File: src/rtl/mem_write_sched_pkg.sv
// Shared constants and types for the memory-write scheduler.
// Entry layout in the write FIFO is {addr[11:0], data[7:0]}.
package mem_write_sched_pkg;

  localparam int AW = 12;
  localparam int DW = 8;
  localparam int EW = AW + DW;

  localparam int ADDR_HI = 19;
  localparam int ADDR_LO = 8;
  localparam int DATA_HI = 7;

  localparam int REQ_CPU  = 0;
  localparam int REQ_FONT = 1;
  localparam int REQ_CLR  = 2;

  typedef enum logic [1:0] {
    IDLE  = 2'd0,
    WAIT  = 2'd1,
    WRITE = 2'd2
  } drain_state_t;

endpackage

File: src/rtl/mem_write_sched_rr_arbiter.sv
// Round-robin grant over NREQ requesters.
// The pointer only advances when a grant is actually issued.
module rr_arbiter #(
  parameter int NREQ = 3,
  parameter int IW   = (NREQ > 1) ? $clog2(NREQ) : 1
) (
  input  logic            clk,
  input  logic            rst,
  input  logic            en,
  input  logic [NREQ-1:0] req,
  output logic [NREQ-1:0] gnt,
  output logic            gnt_valid,
  output logic [IW-1:0]   gnt_idx
);

  logic [IW-1:0] ptr_q;
  logic [IW-1:0] ptr_d;

  // Search from the pointer, wrapping; first set request wins.
  always_comb begin
    int idx;
    logic found;
    idx       = 0;
    found     = 1'b0;
    gnt       = '0;
    gnt_valid = 1'b0;
    gnt_idx   = '0;
    ptr_d     = ptr_q;
    for (int i = 0; i < NREQ; i++) begin
      idx = (int'(ptr_q) + i) % NREQ;
      if (!found && req[idx]) begin
        found   = 1'b1;
        gnt_idx = IW'(idx);
      end
    end
    if (en && found) begin
      gnt[gnt_idx] = 1'b1;
      gnt_valid    = 1'b1;
      if (gnt_idx == IW'(NREQ - 1))
        ptr_d = '0;
      else
        ptr_d = gnt_idx + IW'(1);
    end
  end

  // Pointer register; requester 0 has priority out of reset.
  always_ff @(posedge clk) begin
    if (rst)
      ptr_q <= '0;
    else
      ptr_q <= ptr_d;
  end

endmodule

File: src/rtl/mem_write_sched.sv
// Arbitrates requesters into the write FIFO and drains the FIFO
// into the RAM write port with a we/ack handshake.
module mem_write_sched
  import mem_write_sched_pkg::*;
#(
  parameter int NREQ = 3,
  parameter int IW   = (NREQ > 1) ? $clog2(NREQ) : 1
) (
  input  logic             clk,
  input  logic             rst,
  input  logic [NREQ-1:0]    req_valid,
  input  logic [NREQ*AW-1:0] req_addr,
  input  logic [NREQ*DW-1:0] req_data,
  output logic [NREQ-1:0]    req_ready,
  output logic             fifo_write,
  output logic [EW-1:0]    fifo_in,
  input  logic             fifo_full,
  input  logic             fifo_empty,
  output logic             fifo_read,
  input  logic [EW-1:0]    fifo_out,
  input  logic             fifo_err,
  output logic             mem_we,
  output logic [AW-1:0]    mem_addr,
  output logic [DW-1:0]    mem_wdata,
  input  logic             mem_ack,
  output logic             busy,
  output logic             err
);

  logic          arb_en;
  logic [IW-1:0] gnt_idx;

  drain_state_t  state_q, state_d;
  logic          mem_we_q, mem_we_d;
  logic [AW-1:0] mem_addr_q, mem_addr_d;
  logic [DW-1:0] mem_wdata_q, mem_wdata_d;
  logic          err_q, err_d;

  // Full is registered in the FIFO, so one write per cycle never overflows.
  assign arb_en = !fifo_full && !rst;

  rr_arbiter #(
    .NREQ (NREQ),
    .IW   (IW)
  ) u_arb (
    .clk       (clk),
    .rst       (rst),
    .en        (arb_en),
    .req       (req_valid),
    .gnt       (req_ready),
    .gnt_valid (fifo_write),
    .gnt_idx   (gnt_idx)
  );

  // Route the granted requester's operands to the FIFO input.
  always_comb begin
    fifo_in = {req_addr[gnt_idx*AW +: AW],
               req_data[gnt_idx*DW +: DW]};
  end

  // Drain FSM next-state: read, latch, then hold we until ack.
  always_comb begin
    state_d     = state_q;
    mem_we_d    = mem_we_q;
    mem_addr_d  = mem_addr_q;
    mem_wdata_d = mem_wdata_q;
    fifo_read   = 1'b0;
    unique case (state_q)
      IDLE: begin
        if (!fifo_empty) begin
          fifo_read = 1'b1;
          state_d   = WAIT;
        end
      end
      WAIT: begin
        mem_addr_d  = fifo_out[ADDR_HI:ADDR_LO];
        mem_wdata_d = fifo_out[DATA_HI:0];
        mem_we_d    = 1'b1;
        state_d     = WRITE;
      end
      WRITE: begin
        if (mem_ack) begin
          mem_we_d = 1'b0;
          state_d  = IDLE;
        end
      end
      default: begin
        mem_we_d = 1'b0;
        state_d  = IDLE;
      end
    endcase
    if (rst)
      fifo_read = 1'b0;
  end

  // Sticky mirror of the FIFO error flag.
  always_comb begin
    err_d = err_q | fifo_err;
  end

  // State and registered outputs; reset abandons any in-flight write.
  always_ff @(posedge clk) begin
    if (rst) begin
      state_q     <= IDLE;
      mem_we_q    <= 1'b0;
      mem_addr_q  <= '0;
      mem_wdata_q <= '0;
      err_q       <= 1'b0;
    end else begin
      state_q     <= state_d;
      mem_we_q    <= mem_we_d;
      mem_addr_q  <= mem_addr_d;
      mem_wdata_q <= mem_wdata_d;
      err_q       <= err_d;
    end
  end

  assign mem_we    = mem_we_q;
  assign mem_addr  = mem_addr_q;
  assign mem_wdata = mem_wdata_q;
  assign err       = err_q;
  assign busy      = (state_q != IDLE) || !fifo_empty;

endmodule

File: config.mk
export PLATFORM = sky130hd
export DESIGN_NAME = mem_write_sched
export DESIGN_NICKNAME = d
export VERILOG_FILES = /design/src/rtl/mem_write_sched_pkg.sv /design/src/rtl/mem_write_sched_rr_arbiter.sv /design/src/rtl/mem_write_sched.sv
export SDC_FILE = /design/constraint.sdc
export NUM_CORES = 1
export LEC_CHECK = 0
export CORE_UTILIZATION = 31
export CTS_BUF_LIST = sky130_fd_sc_hd__clkbuf_16
export CTS_CLUSTER_SIZE = 8
export DETAILED_ROUTE_END_ITERATION = 10
export GPL_TIMING_DRIVEN = 0
export PLACE_DENSITY = 0.77
export SETUP_SLACK_MARGIN = 0.4
export SKIP_CTS_REPAIR_TIMING = 1
export SLEW_MARGIN = 20
export SYNTH_ARGS = -nofsm -noshare
export SYNTH_HDL_FRONTEND = slang
export SYNTH_SLANG_ARGS = --single-unit
File: constraint.sdc
create_clock -name clk -period 2.4 [get_ports clk]
set_input_delay 0.24 -clock clk [delete_from_list [all_inputs] [get_ports clk]]
set_output_delay 0.24 -clock clk [all_outputs]
set_load 0.02 [all_outputs]
==> flow_summary_export.csv <==
group,metric,value,unit
status,status,"finished with violations",
status,violations,"negative setup slack",
worst_setup_path,cp_slowest_stage_delay,400,ps
pwr,power.leakage,1.55,nW
worst_setup_path,reg2reg_from,"u_arb.ptr_q[0]$_SDFFE_PP0P_",
placed_design,numPortBuffers,135,
worst_setup_path,slowest_stage,"dfxtp_4",
layout,area_growth,99.7,%
pwr,ir_drop,0.640,mV
die,rows,27,
timing,setup_slack,-496,ps
timing,setup_viol,24,
layout,drive_gt1_share,31.6,%
synthesis,synth_nets,292,
global_route,grt_pass1_vias,1880,
timing,skew,4.76,ps
worst_setup_path,regToRegSetupSlack,340,ps
global_route,grt_usage,17.4,%
layout,fin_cells,426,
timing,slew-limit-headroom,69.0,%
layout,nets,448,
synthesis,synth_edf_count,0,
drt,firstDrtPassIters,4,
run,maxCapViolCount,0,
placed_design,gp_congestion,0.881,
worst_setup_path,r2r_cells,9,
timing,finalHoldViolCount,0,
global_route,grt_pass1_wl,8730,um
drt,drtAntennaViolNets,0,
die,fp.dieArea,6310,um2
die,die_x,79.4,um
global_route,grt_start_max_net_pins,16,
synthesis,synth_cell_type_count,38,
synthesis,ys_ff_latch,26,
die,io_pins,137,
worst_setup_path,cp-end-kind,"output port",
global_route,grt_overflow_total,0,
clock_network,clk_latency,260,ps
drt,avgViaCountPerCell,4.79,
timing,max_freq,345,MHz
clock_network,cts-htree-levels,1,
timing,slew_viol_final,0,
worst_setup_path,path_class,"flop to output port",
clock_network,cts_made_buffers,3,
pwr,p_per_area,1050,nW/um2
timing,worst_pin_slew,466,ps
min_path,hold_path_end,"mem_addr[8]$_SDFFE_PP0P_",
placed_design,place_hpwl,4760,um
placed_design,placed_cells,406,
timing,rsz0062_at_grt,"true",
clock_network,clock_path_buffers,2,
layout,n_antenna_cell,0,
clock_network,clock-sinks,26,
worst_setup_path,timing.rr.end,"u_arb.ptr_q[0]$_SDFFE_PP0P_",
drt,drt_iter0_drc,52,
synthesis,synth_cells,199,
pwr,finalPower,0.00391,W
synthesis,ys_seq_area_share,28.0,%
synthesis,ys.flop_type,"dfxtp_1",
min_path,whs_path_depth,2,
timing,min_period,2900,ps
synthesis,avgSynthCellArea,9.34,um2
worst_setup_path,path_cells,"inv_4 -> ha_4 -> mux2i_2 -> or2_4 -> a32o_2 -> a22oi_2 -> buf_6 -> buf_4 -> mux2_4 -> clkbuf_2",
drt,routedWlPerCell,14.8,um
timing,finalCritPeriodShare,121,%
global_route,antenna_found_initial,0,
synthesis,async_flop_share,0,%
drt,route.vias.total,2040,
die,placeableCoreArea,5640,um2
drt,post-route-drc-count,0,
drt,finalWirelength,6290,um
die,die_height,79.4,um
worst_setup_path,cp.required,2160,ps
synthesis,yosys_warnings,0,
min_path,hp-start,"rst",
clock_network,cts_tree,"done",
synthesis,syn_area,1860,um2
worst_setup_path,path_max_fanout,6,
worst_setup_path,start_kind,"flop",
clock_network,cts_root_buffer,"clkbuf_16",
min_path,hp-class,"input port to flop",
worst_setup_path,critPathArrivalTime,2660,ps
clock_network,clk_pin_slew,60,ps
die,start_util,33.0,%
-- worst max-delay path by stage --
stage | start | to | depth (start not counted)
after global routing | u_arb.ptr_q[1]$_SDFFE_PP0P_ | fifo_in[15] | 10
after CTS | u_arb.ptr_q[0]$_SDFFE_PP0P_ | fifo_in[15] | 10
after detailed placement | req_valid[1] | fifo_in[13] | 8
final | u_arb.ptr_q[1]$_SDFFE_PP0P_ | fifo_in[15] | 10
after floorplan | u_arb.ptr_q[0]$_SDFFE_PP0P_ | fifo_in[0] | 9
after global placement | req_valid[1] | fifo_in[13] | 8
-- Yosys cell counts, types with 2 or more instances --
cell | count | area [um2]
nand2_1 | 44 | 165
mux2_4 | 37 | 556
dfxtp_1 | 26 | 521
a21oi_1 | 22 | 110
nor2_1 | 10 | 37.5
clkbuf_1 | 7 | 26.3
inv_1 | 5 | 18.8
buf_6 | 4 | 45.0
ha_1 | 4 | 50.1
mux2i_1 | 4 | 40.0
nor4_1 | 4 | 25.0
mux2_2 | 3 | 33.8
o21ai_0 | 3 | 15.0
a32o_1 | 2 | 20.0
-- routing by layer --
layer	share of wire [%]	track usage [%]	vias to the layer above	wire, um
met2	56	32.6	69	3540
met4	0.37	1.45	0	23
li1	-	-	1011	-
met1	38	20.5	956	2390
met5	0	0	-	0
met3	5.2	4.11	4	330
-- critical path: cells and delay by family, from the launching register on --
kind                       cells  cell delay [ps]
muxes                          2              450
AOI/OAI and AO/OA              2              600
DFF                            1              400
buffers and inverters          4              510
and+or+nand+nor                1              270
adders and majority gates      1              180
-- metrics by stage --
stage	TNS [ps]	cell area (um2)	util (%)	hold WS, ps	setup slack (ps)
final	-9510	3710	65.8	408	-496
after global routing	-11190	3710	65.8	451	-573
after CTS	-17410	3460	61.3	379	-774
after detailed placement	-12560	3360	59.5	446	-577
after global placement	-12010	3360	59.5	441	-553
after floorplan	0	1920	-	312	201
-- sequential cells by signal (all words and copies together) (netlist names) --
register,cells
err,1
mem_addr,12
mem_we,1
mem_wdata,8
u_arb.ptr_q,2
state_q,2
-- cell families (layout without fill, tap and decap cells) --
family / Yosys count / count (layout) / synth area share (%)
simple gates: 71 / 71 / 17.9
mux: 44 / 44 / 33.8
compound gates: 36 / 36 / 12.2
flops: 26 / 26 / 28.0
buf+inv: 18 / 173 / 5.32
fa+ha+maj: 4 / 4 / 2.69
-- where the power goes --
group,total [W],switching [W],internal [W]
clock,0.000434,0.000144,0.000289
combinational,0.00296,0.00123,0.00173
sequential,0.000521,0.0000449,0.000476
-- layout by cell type (no fill, tap or decap), types with 2 or more instances in the layout --
master | netlist | layout
mux2i_2 | 0 | 2
nor4_4 | 0 | 2
inv_1 | 5 | 3
buf_4 | 0 | 4
dfxtp_1 | 26 | 24
inv_4 | 0 | 2
dfxtp_4 | 0 | 2
dlymetal6s2s_1 | 0 | 2
clkbuf_2 | 0 | 2
nor4_1 | 4 | 2
buf_6 | 4 | 35
clkdlybuf4s50_1 | 0 | 111
clkbuf_1 | 7 | 7
mux2_4 | 37 | 37
o21ai_0 | 3 | 2
mux2_2 | 3 | 3
o21a_4 | 1 | 2
nand2_1 | 44 | 44
clkbuf_16 | 0 | 4
mux2i_1 | 4 | 2
ha_1 | 4 | 2
a21oi_1 | 22 | 22
nor2_1 | 10 | 9
ha_4 | 0 | 2
-- final cells by class --
class | count | area, um2
clock buffers | 4 | 100
multi-input cells | 155 | 1340
flip-flops and latches | 26 | 528
well taps | 72 | 90.1
repair buffers | 151 | 1540
fillers | 450 | 1930
plain buffers | 12 | 95.1
inverters | 6 | 27.5
Note: power is estimated with default switching activity, not from simulation.
==> RTL edit 1 (same settings) <==
The 3 states of `drain_state_t` get a one-hot encoding in 3 bits.
--- a/src/rtl/mem_write_sched_pkg.sv
+++ b/src/rtl/mem_write_sched_pkg.sv
@@ -14,10 +14,10 @@
   localparam int REQ_FONT = 1;
   localparam int REQ_CLR  = 2;
 
-  typedef enum logic [1:0] {
-    IDLE  = 2'd0,
-    WAIT  = 2'd1,
-    WRITE = 2'd2
+  typedef enum logic [2:0] {
+    IDLE  = 3'b001,
+    WAIT  = 3'b010,
+    WRITE = 3'b100
   } drain_state_t;
 
 endpackage
Function: same outputs for any inputs over 4 cycles, from zero or initial values and one cycle with rst high; so few cycles prove little.
==> RTL edit 1 against the unedited design <==
  * The run still ends with setup timing left
  * Final cell count up 3.5%
  * Setup slack improved by 110 ps
  * Routed wire length up 5.3%
  * Power decreased by 4.8%
  * Area after synthesis is 1.7% lower
  * Design area rose by 0.30%
  * Sequential cell count grew 1
  * Count of clock-buffer cells in the layout shrank 1
  * Critical path type unchanged
  * Highest routed layer unchanged
==> RTL edit 1: results (changes against the unedited design) <==
* Critical path arrival at 2550 ps (-110 ps)
* DP HPWL at 4922 um (+3.4%)
* First-pass GRT wire length at 9287 um (+6.4%)
* Combinational share of power at 76.6% (+1.0 points)
* Worst stage delay on the critical path at 360 ps (-40 ps)
* Worst hold margin at 445.9 ps (+38.31 ps)
* Reg2reg setup slack at 240 ps (-100 ps)
* Clock skew at 3.182 ps (-1.577 ps)
* Worst reg-to-reg path cell count at 7 (-2)
* Cell Area, Placed at 3314 sq um (-1.3%)
* Power Density at 1001 nW/um^2 (-5.1%)
* Failing checks: setup timing
* Fill cell count at 461 (+2.4%)
* Post-synth top cells: 44 x nand2_1, 27 x dfxtp_1, 24 x a21oi_1
* Worst Setup EP: fifo_in[13]
* Hold endpoint: mem_wdata[0]
* Met3 Resource Use GR at 3.793% (-0.32 points)
* Worst slew margin at 66.02% (-2.9 points)
* Pre-CTS setup slack at -596.9 ps (-19.92 ps)
* Clk pwr share at 9.8% (-1.3 points)
* Met1 GRT Util at 22.49% (+1.9 points)
* DR vias/cell at 4.714 (-1.6%)
* Share of layout cells above drive strength 1 at 32.52% (+0.88 points)
* Setup violations, final at 24 (unchanged)
* Status: complete, but fails checks
* Final worst slack at -390.1 ps (+106.4 ps)
* Part of the Yosys area used for sequential elements at 29.59% (+1.6 points)
* Pint at 2369 uW (-5.0%)
* Placer Congestion at 0.8059 (-8.5%)
* Post-Syn Instances at 205 (+3.0%)
* Crit path max fanout at 7 (+1)
* Setup TNS at -8072 ps (+1443 ps)
* Vias in the first global route at 1986 (+5.6%)
## RTL edit 1: area by class of cell
type                       instances  area [sq um]  share of cell area (%)
buffer                            12         86.33                   2.319
clock buffer                       3         75.07                   2.016
clock inverter                     1         3.754                  0.1008
inverter                           7         28.78                  0.7728
multi-input combinational        159          1308                   35.11
sequential                        27         548.0                   14.72
tap                               72         90.09                   2.419
timing repair buffer             160          1584                   42.54
## RTL edit 1: kinds of logic (layout without fill, tap and decap cells)
family,after synthesis,after routing,share of synthesized area [%]
AOI/OAI and AO/OA,37,37,12.47
adders and majority gates,4,4,2.740
buffers and inverters,19,183,5.343
DFF,27,27,29.59
muxes,44,44,30.96
and+or+nand+nor,74,74,18.91
## RTL edit 1: metal layers
| metal | vias to the layer above | part of all wire (%) |
|---|---|---|
| li1 | 1046 | - |
| met1 | 988 | 40 |
| met2 | 39 | 56 |
| met3 | 6 | 2.6 |
| met4 | 0 | 0.66 |
| met5 | - | 0 |
==> RTL edit 2 (same flow settings) <==
Made on the original files. `NREQ` is set to 3 in 2 places; all go to 6.
--- a/src/rtl/mem_write_sched_rr_arbiter.sv
+++ b/src/rtl/mem_write_sched_rr_arbiter.sv
@@ -1,7 +1,7 @@
 // Round-robin grant over NREQ requesters.
 // The pointer only advances when a grant is actually issued.
 module rr_arbiter #(
-  parameter int NREQ = 3,
+  parameter int NREQ = 6,
   parameter int IW   = (NREQ > 1) ? $clog2(NREQ) : 1
 ) (
   input  logic            clk,
--- a/src/rtl/mem_write_sched.sv
+++ b/src/rtl/mem_write_sched.sv
@@ -3,7 +3,7 @@
 module mem_write_sched
   import mem_write_sched_pkg::*;
 #(
-  parameter int NREQ = 3,
+  parameter int NREQ = 6,
   parameter int IW   = (NREQ > 1) ? $clog2(NREQ) : 1
 ) (
   input  logic             clk,
Ports: changed (resized req_addr, req_data, req_ready and req_valid); port bits go from 137 to 203. The function was not compared with the original's and may differ.
==> RTL edit 2 against the unedited design <==
  * The run still ends with setup timing left
  * Maximum frequency down 30%
  * Count of clock-buffer cells in the layout shrank 1
  * Area after synthesis increased by 84%
  * Die area grew 82%
  * Sequential cell count is 1 higher
  * Routed wire length increased to 2.7 times the old value
  * Setup slack got worse by 1200 ps
  * Design area up 120%
  * Clock skew is 2.7 ps lower
  * Final cell count is 100% higher
Power is not shown: default switching activity piles up to over one toggle a cycle in this logic, so the estimate is an artifact.
==> RTL edit 2: results (changes against the unedited design) <==
* M2 GR Usage at 45.90% (+13 points)
* Worst stage delay on the critical path at 570 ps (+170 ps)
* DR vias/cell at 5.654 (+18%)
* Post-synth top cells: 62 x a211oi_1, 54 x nand2_1, 51 x inv_1
* Worst Setup EP: fifo_in[4]
* DP HPWL at 11620 um (+140%)
* M1 WL at 6294 um (+160%)
* Met1 GRT Util at 25.04% (+4.5 points)
* Part of the Yosys area used for sequential elements at 15.78% (-12 points)
* Worst setup path startpoint: u_arb.ptr_q[2]
* Setup violations, final at 30 (+25%)
* Largest net degree at the start of global routing at 15 (-1)
* Met2 wire length at 8913 um (+150%)
* Placer Congestion at 0.8545 (-3.0%)
* WL/cell at 19.71 um (+34%)
* Reg-to-reg endpoint: u_arb.ptr_q[1]
* Largest cells by area after synthesis: dfxtp_1 16%, a211oi_1 14%, a2111oi_2 7.5%, mux2i_1 6.7%, nand2_1 5.9%
* Fin cells at 853 (+100%)
* CP max-delay cell: mux4_2
* Synth unique cells at 60 (+58%)
* Final worst slack at -1729 ps (-1233 ps)
* Fill cell count at 722 (+60%)
* Met3 Resource Use GR at 4.742% (+0.63 points)
* DR iter-0 viols at 317 (+510%)
* Port buffer count at 201 (+49%)
* First-pass GRT wire length at 21960 um (+150%)
* Setup TNS at -45020 ps (-35510 ps)
* Actual slew at the worst max-slew pin at 573.7 ps (+108.0 ps)
* Cell Area, Placed at 6400 sq um (+91%)
* Failing checks: setup timing
* Status: complete, but fails checks
* NumNets Final at 876 (+96%)
* All-Layer GR Usage at 24.01% (+6.6 points)
* Vias in the first global route at 4599 (+140%)
* Pre-CTS setup slack at -2153 ps (-1576 ps)
* Share of layout cells above drive strength 1 at 41.51% (+9.9 points)
* Placed insts at 795 (+96%)
* Clock skew at 2.046 ps (-2.713 ps)
* Post-Syn Instances at 454 (+130%)
* Syn Nets at 616 (+110%)
RTL edit 2: cell count changes in the layout (fill, tap and decap cells not counted), sizes merged, moves of 10 or more:
cell           before  now
clkdlybuf4s50     111  174
a211oi              0   62
buf                41  101
inv                 6   52
mux2               40    4
a2111oi             0   22
a221oi              0   22
mux2i               4   23
clkbuf             13   25
nand2              44   54
RTL edit 2: worst min-delay path by stage:
stage	start	end	slack (ps)	cells past startpoint
floorplan	fifo_empty	state_q[0]	310	1
global placement	mem_addr[9]	mem_addr[9]	440	2
detailed placement	mem_wdata[2]	mem_wdata[2]	450	2
CTS	rst	mem_wdata[4]	430	2
global route	mem_wdata[7]	mem_wdata[7]	470	2
finish	rst	mem_wdata[4]	450	2
RTL edit 2: cells by family after synthesis:
kind of cell    count (synthesis)  share of synthesized area, %
compound gates                176                         42.11
simple gates                  114                         15.67
buf+inv                        93                         11.76
mux                            30                         10.01
flops                          27                         15.78
fa+ha+maj                      10                         3.652
xor+xnor                        4                         1.023
RTL edit 2: worst reg2reg max path, stage by stage, from the launching register on:
cell       delay [ps]
dfxtp_4           370
buf_8             130
buf_12            130
buf_4             160
nand2_4           110
nand2_2            70
ha_4              210
nand3b_1          320
a31oi_4           320
nand3_2           120
nor3_4            200
a2111oi_4         100
buf_4             190
a22oi_2           300
buf_8             250
nand3_1           110
a31oi_1           160
RTL edit 2: final cells by class:
class	count	area, sq um	share of cell area [%]
repair buffers	255	2567	31.81
well taps	140	175.2	2.170
clock buffers	3	75.07	0.9301
inverters	51	206.4	2.558
clock inverters	1	3.754	0.04650
plain buffers	42	460.4	5.705
multi-input cells	334	4031	49.95
flip-flops and latches	27	551.8	6.836
